**src/rtl/pipe_hazard_ctrl.sv**
```systemverilog
// Stall/flush sequencer for the five-stage pipeline: load-use and branch-operand
// hazards, divider start/ready handshake, memory-wait freeze and deferred exception flush.
module pipe_hazard_ctrl #(
  parameter int REGW = 5,
  parameter int CNTW = 32
) (
  input  logic            clk,
  input  logic            rst,
  input  logic [REGW-1:0] rs_d,
  input  logic [REGW-1:0] rt_d,
  input  logic [REGW-1:0] rt_e,
  input  logic            memtoreg_e,
  input  logic            regwrite_e,
  input  logic [REGW-1:0] writereg_e,
  input  logic            memtoreg_m,
  input  logic [REGW-1:0] writereg_m,
  input  logic            branch_d,
  input  logic            jumpr_d,
  input  logic            div_e,
  input  logic            div_ready,
  input  logic            i_stall,
  input  logic            d_stall,
  input  logic            except_m,
  output logic            stall_f,
  output logic            stall_d,
  output logic            stall_e,
  output logic            stall_m,
  output logic            stall_w,
  output logic            flush_d,
  output logic            flush_e,
  output logic            flush_m,
  output logic            flush_w,
  output logic            div_start,
  output logic            div_abort,
  output logic [CNTW-1:0] stall_cnt
);

  typedef enum logic [1:0] {
    S_IDLE = 2'd0,
    S_BUSY = 2'd1,
    S_DONE = 2'd2
  } div_state_t;

  div_state_t      r_state;
  div_state_t      w_state_nxt;
  logic            r_pending;
  logic [CNTW-1:0] r_stall_cnt;

  logic w_mem_stall;
  logic w_lwstall;
  logic w_brstall;
  logic w_flush_now;

  // Register index r is a nonzero match for either source operand in D.
  function automatic logic reg_hit(input logic [REGW-1:0] r,
                                   input logic [REGW-1:0] a,
                                   input logic [REGW-1:0] b);
    return (r != {REGW{1'b0}}) && ((r == a) || (r == b));
  endfunction

  assign w_mem_stall = i_stall | d_stall;
  assign w_lwstall   = memtoreg_e & reg_hit(rt_e, rs_d, rt_d);
  assign w_brstall   = (branch_d | jumpr_d) &
                       ((regwrite_e & reg_hit(writereg_e, rs_d, rt_d)) |
                        (memtoreg_m & reg_hit(writereg_m, rs_d, rt_d)));
  // An exception seen during a memory wait is parked until the wait ends.
  assign w_flush_now = (except_m | r_pending) & ~w_mem_stall;

  // Divider FSM state register.
  always_ff @(posedge clk) begin
    if (rst) r_state <= S_IDLE;
    else     r_state <= w_state_nxt;
  end

  // Divider FSM next state; a flush cancels any divide in flight.
  always_comb begin
    w_state_nxt = r_state;
    if (w_flush_now) begin
      w_state_nxt = S_IDLE;
    end else begin
      case (r_state)
        S_IDLE:  w_state_nxt = (div_e && !w_mem_stall) ? S_BUSY : S_IDLE;
        S_BUSY:  w_state_nxt = div_ready ? S_DONE : S_BUSY;
        S_DONE:  w_state_nxt = w_mem_stall ? S_DONE : S_IDLE;
        default: w_state_nxt = S_IDLE;
      endcase
    end
  end

  // Stage enables/clears and divider handshake, highest priority first.
  always_comb begin
    stall_f   = 1'b0;
    stall_d   = 1'b0;
    stall_e   = 1'b0;
    stall_m   = 1'b0;
    stall_w   = 1'b0;
    flush_d   = 1'b0;
    flush_e   = 1'b0;
    flush_m   = 1'b0;
    flush_w   = 1'b0;
    div_start = 1'b0;
    div_abort = 1'b0;
    if (rst) begin
      div_abort = 1'b0;
    end else if (w_flush_now) begin
      flush_d   = 1'b1;
      flush_e   = 1'b1;
      flush_m   = 1'b1;
      flush_w   = 1'b1;
      div_abort = (r_state != S_IDLE);
    end else if (w_mem_stall) begin
      stall_f = 1'b1;
      stall_d = 1'b1;
      stall_e = 1'b1;
      stall_m = 1'b1;
      stall_w = 1'b1;
    end else if ((r_state == S_BUSY) || ((r_state == S_IDLE) && div_e)) begin
      // E holds the divide; M receives a bubble.
      div_start = (r_state == S_IDLE);
      stall_f   = 1'b1;
      stall_d   = 1'b1;
      stall_e   = 1'b1;
      flush_m   = 1'b1;
    end else if (w_lwstall || w_brstall) begin
      stall_f = 1'b1;
      stall_d = 1'b1;
      flush_e = 1'b1;
    end else begin
      stall_f = 1'b0;
    end
  end

  // Pending exception flag.
  always_ff @(posedge clk) begin
    if (rst)                           r_pending <= 1'b0;
    else if (w_flush_now)              r_pending <= 1'b0;
    else if (except_m && w_mem_stall)  r_pending <= 1'b1;
    else                               r_pending <= r_pending;
  end

  // Saturating count of front-end stall cycles.
  always_ff @(posedge clk) begin
    if (rst)                                           r_stall_cnt <= {CNTW{1'b0}};
    else if (stall_f && (r_stall_cnt != {CNTW{1'b1}})) r_stall_cnt <= r_stall_cnt + {{(CNTW-1){1'b0}}, 1'b1};
    else                                               r_stall_cnt <= r_stall_cnt;
  end

  assign stall_cnt = r_stall_cnt;

endmodule

```
**config.mk**
```make
export PLATFORM = sky130hd
export DESIGN_NAME = pipe_hazard_ctrl
export DESIGN_NICKNAME = d
export VERILOG_FILES = /design/src/rtl/pipe_hazard_ctrl.sv
export SDC_FILE = /design/constraint.sdc
export NUM_CORES = 1
export LEC_CHECK = 0
export ABC_AREA = 0
export ABC_CLOCK_PERIOD_IN_PS = 5500
export BUFFER_PORTS_ARGS = -buffer_cell sky130_fd_sc_hd__buf_2
export CORE_ASPECT_RATIO = 0.7
export CORE_MARGIN = 3
export CORE_UTILIZATION = 55
export DETAILED_ROUTE_END_ITERATION = 12
export PLACE_DENSITY = 0.85
export SKIP_CTS_REPAIR_TIMING = 1
export SKIP_LAST_GASP = 1
export SYNTH_ARGS = -nofsm -noshare
export SYNTH_HDL_FRONTEND = slang
export SYNTH_SLANG_ARGS = --single-unit
export TNS_END_PERCENT = 1
```
**constraint.sdc**
```tcl
create_clock -name clk -period 5.5 [get_ports clk]
set_input_delay 0.275 -clock clk [delete_from_list [all_inputs] [get_ports clk]]
set_output_delay 0.275 -clock clk [all_outputs]
set_load 0.05 [all_outputs]
```
==> flow_summary.json <==
{
  "drive_gt1_share_pct": 30.3,
  "ys_warn_count": 0,
  "fin_util_pct": 70.9,
  "routed_wl_um": 6610,
  "gp_congestion": 0.895,
  "cp_top_family": "simple AND/OR/NAND/NOR gates",
  "hold_class": "input pin to flip-flop",
  "syn_inst": 288,
  "first_pass_iters": 5,
  "clk_latency_ns": 0.29,
  "tightest_slew_ns": 0.679,
  "cp_common_cell": "buf_2",
  "syn_nets": 326,
  "cp_slowest_stage_delay_ns": 0.53,
  "core_mm2": 0.00409,
  "fmax_ghz": 0.398,
  "rows": 19,
  "cp_slowest_cell": "or4_1",
  "drcViolationCount": 0,
  "grt_pass1_vias": 2165,
  "drtAntennaViolNets": 0,
  "cts_tree": "yes",
  "async_reset_ff_share_pct": 0,
  "overflow": 0,
  "maxSlewViolCount": 0,
  "timing.final.crit_share_pct": 45.7,
  "dp.cells": 404,
  "cp_max_fo": 61,
  "path_cells": "buf_2, or4_1, o221ai_2, o22ai_2, nor3b_4, buf_4, nor2_1, buf_2",
  "cp-end-kind": "output port",
  "ir_drop_mv": 0.225,
  "initial_utilization_pct": 59.3,
  "final_common_cell": "buf_2",
  "ys_seq_area_share_pct": 28.9,
  "cts-root-buf": "clkbuf_8",
  "final_nets": 397,
  "cp_num_buf_inv": 3,
  "synthesis.area_mm2": 0.00243,
  "vias": 2605,
  "cp.required_ns": 5.22,
  "hold_viol": 0,
  "place_area_mm2": 0.00278,
  "power.density_mw_per_mm2": 212,
  "instances_no_fill": 412,
  "numCtsBuffers": 5,
  "rsz0062_at_grt": "no",
  "grt_pass1_wl_um": 10500,
  "gr-usage-all-layers_pct": 24.7,
  "start_kind": "input pin",
  "synth_edf_count": 0,
  "worstPathArrival_ns": 2.24,
  "synth_cell_types": 50,
  "leakagePower_nw": 1.23,
  "dieArea_mm2": 0.00526,
  "ys_ff_latch": 35,
  "antenna_found_initial": 0,
  "fin_crit_ns": 2.51,
  "clock-sinks": 35,
  "finalSetupTns_ns": 0,
  "hpwl_um": 4770,
  "vias_per_cell": 6.32,
  "num_antenna_cells": 0,
  "fin_skew_ns": 0.00571,
  "h-tree-depth": 2,
  "cap_violations": 0,
  "port_buffers": 79,
  "wl_per_cell_um": 16.0,
  "critPathKind": "input pin to output port",
  "layout_common_cells": "buf_2, dfxtp_1, xor2_1",
  "first_iter_violations": 243,
  "layout-area-overhead-vs-synth_pct": 19.5,
  "fin_area_mm2": 0.00290,
  "clk_pin_slew_ns": 0.07,
  "synth_area_per_cell_um2": 8.42,
  "die_w_um": 85.4,
  "clk_path_buf_depth": 2,
  "io_pins": 80,
  "slew_headroom_pct": 54.6,
  "grt_max_degree": 62,
  "dominantRegCellSynth": "dfxtp_1",
  "fin_hold_ws_ns": 0.289,
  "status": "finished, final reports clean",
  "setup_viol": 0,
  "fp.dieH_um": 61.6
}
-- synthesized netlist by cell type, types with 9 or more instances --
master    instances  area [um^2]
dfxtp_1          35          701
a21oi_1          15         75.1
nand3_1          15         75.1
or4_1            12         90.1
nor3_1           11         55.1
nand2_1          18         67.6
nor2_1           19         71.3
nand4_1          12         75.1
o41ai_1          10         87.6
and3_1            9         56.3
o311ai_0         12          105
xor2_1           26          228
-- state kept, by name, indices dropped and copies added (netlist names) --
| signal | cells |
|---|---|
| stall_cnt | 32 |
| r_state | 2 |
| r_pending | 1 |
-- power breakdown --
group          total, mW  leakage (nW)  switching (mW)  internal, mW
registers          0.261         0.283         0.00455         0.257
logic              0.111         0.890          0.0731        0.0382
clock network      0.242        0.0612          0.0955         0.147
total              0.615          1.23           0.173         0.442
-- cell type report --
class                   count  area (um^2)
clock buffers               6         82.6
clock inverters             2         35.0
fillers                   339         1190
inverters                   3         11.3
multi-input cells         233         1600
flip-flops and latches     35          701
well taps                  52         65.1
repair buffers             81          410
-- routing by layer --
layer | global-route usage, % | up-vias | wire length, um
met2 | 37.7 | 110 | 2910
met4 | 5.64 | 0 | 53
li1 | - | 1256 | -
met3 | 5.75 | 8 | 516
met1 | 35.7 | 1231 | 3130
met5 | 0 | - | 0
-- per-stage QoR --
step                      total power [mW]  setup WS, ns
final                                0.615          2.99
after CTS                            0.615          2.97
after global placement               0.375          2.95
after floorplan                      0.344          2.93
after global routing                 0.635          2.85
after detailed placement             0.377          2.91
-- worst paths after layout --
path                      start  slack, ns  cells past startpoint           end
setup / recovery  writereg_e[1]       2.99                      8       stall_f
hold reg to reg    stall_cnt[8]       0.49                      1  stall_cnt[8]
setup reg to reg  stall_cnt[16]       3.05                      7  stall_cnt[1]
hold / removal        div_ready       0.29                      3    r_state[0]
-- cells by family after synthesis --
logic type,Yosys count,synth area share (%)
adders and majority gates,1,0.516
xor gates and xnor gates,30,10.8
and+or+nand+nor,130,31.5
AOI/OAI and AO/OA,67,20.2
buffers and inverters,20,5.36
DFF,35,28.9
muxes,5,2.73
-- worst reg2reg max path: stages (launching register included) --
cell and delay [ns]:
dfxtp_1 0.42, and4_1 0.30, nand4_2 0.22, nor4_4 0.42, nand2b_1 0.29, nand2_1 0.30
nor2_1 0.09, mux2_4 0.31
Power figures use the tool's default switching activity.
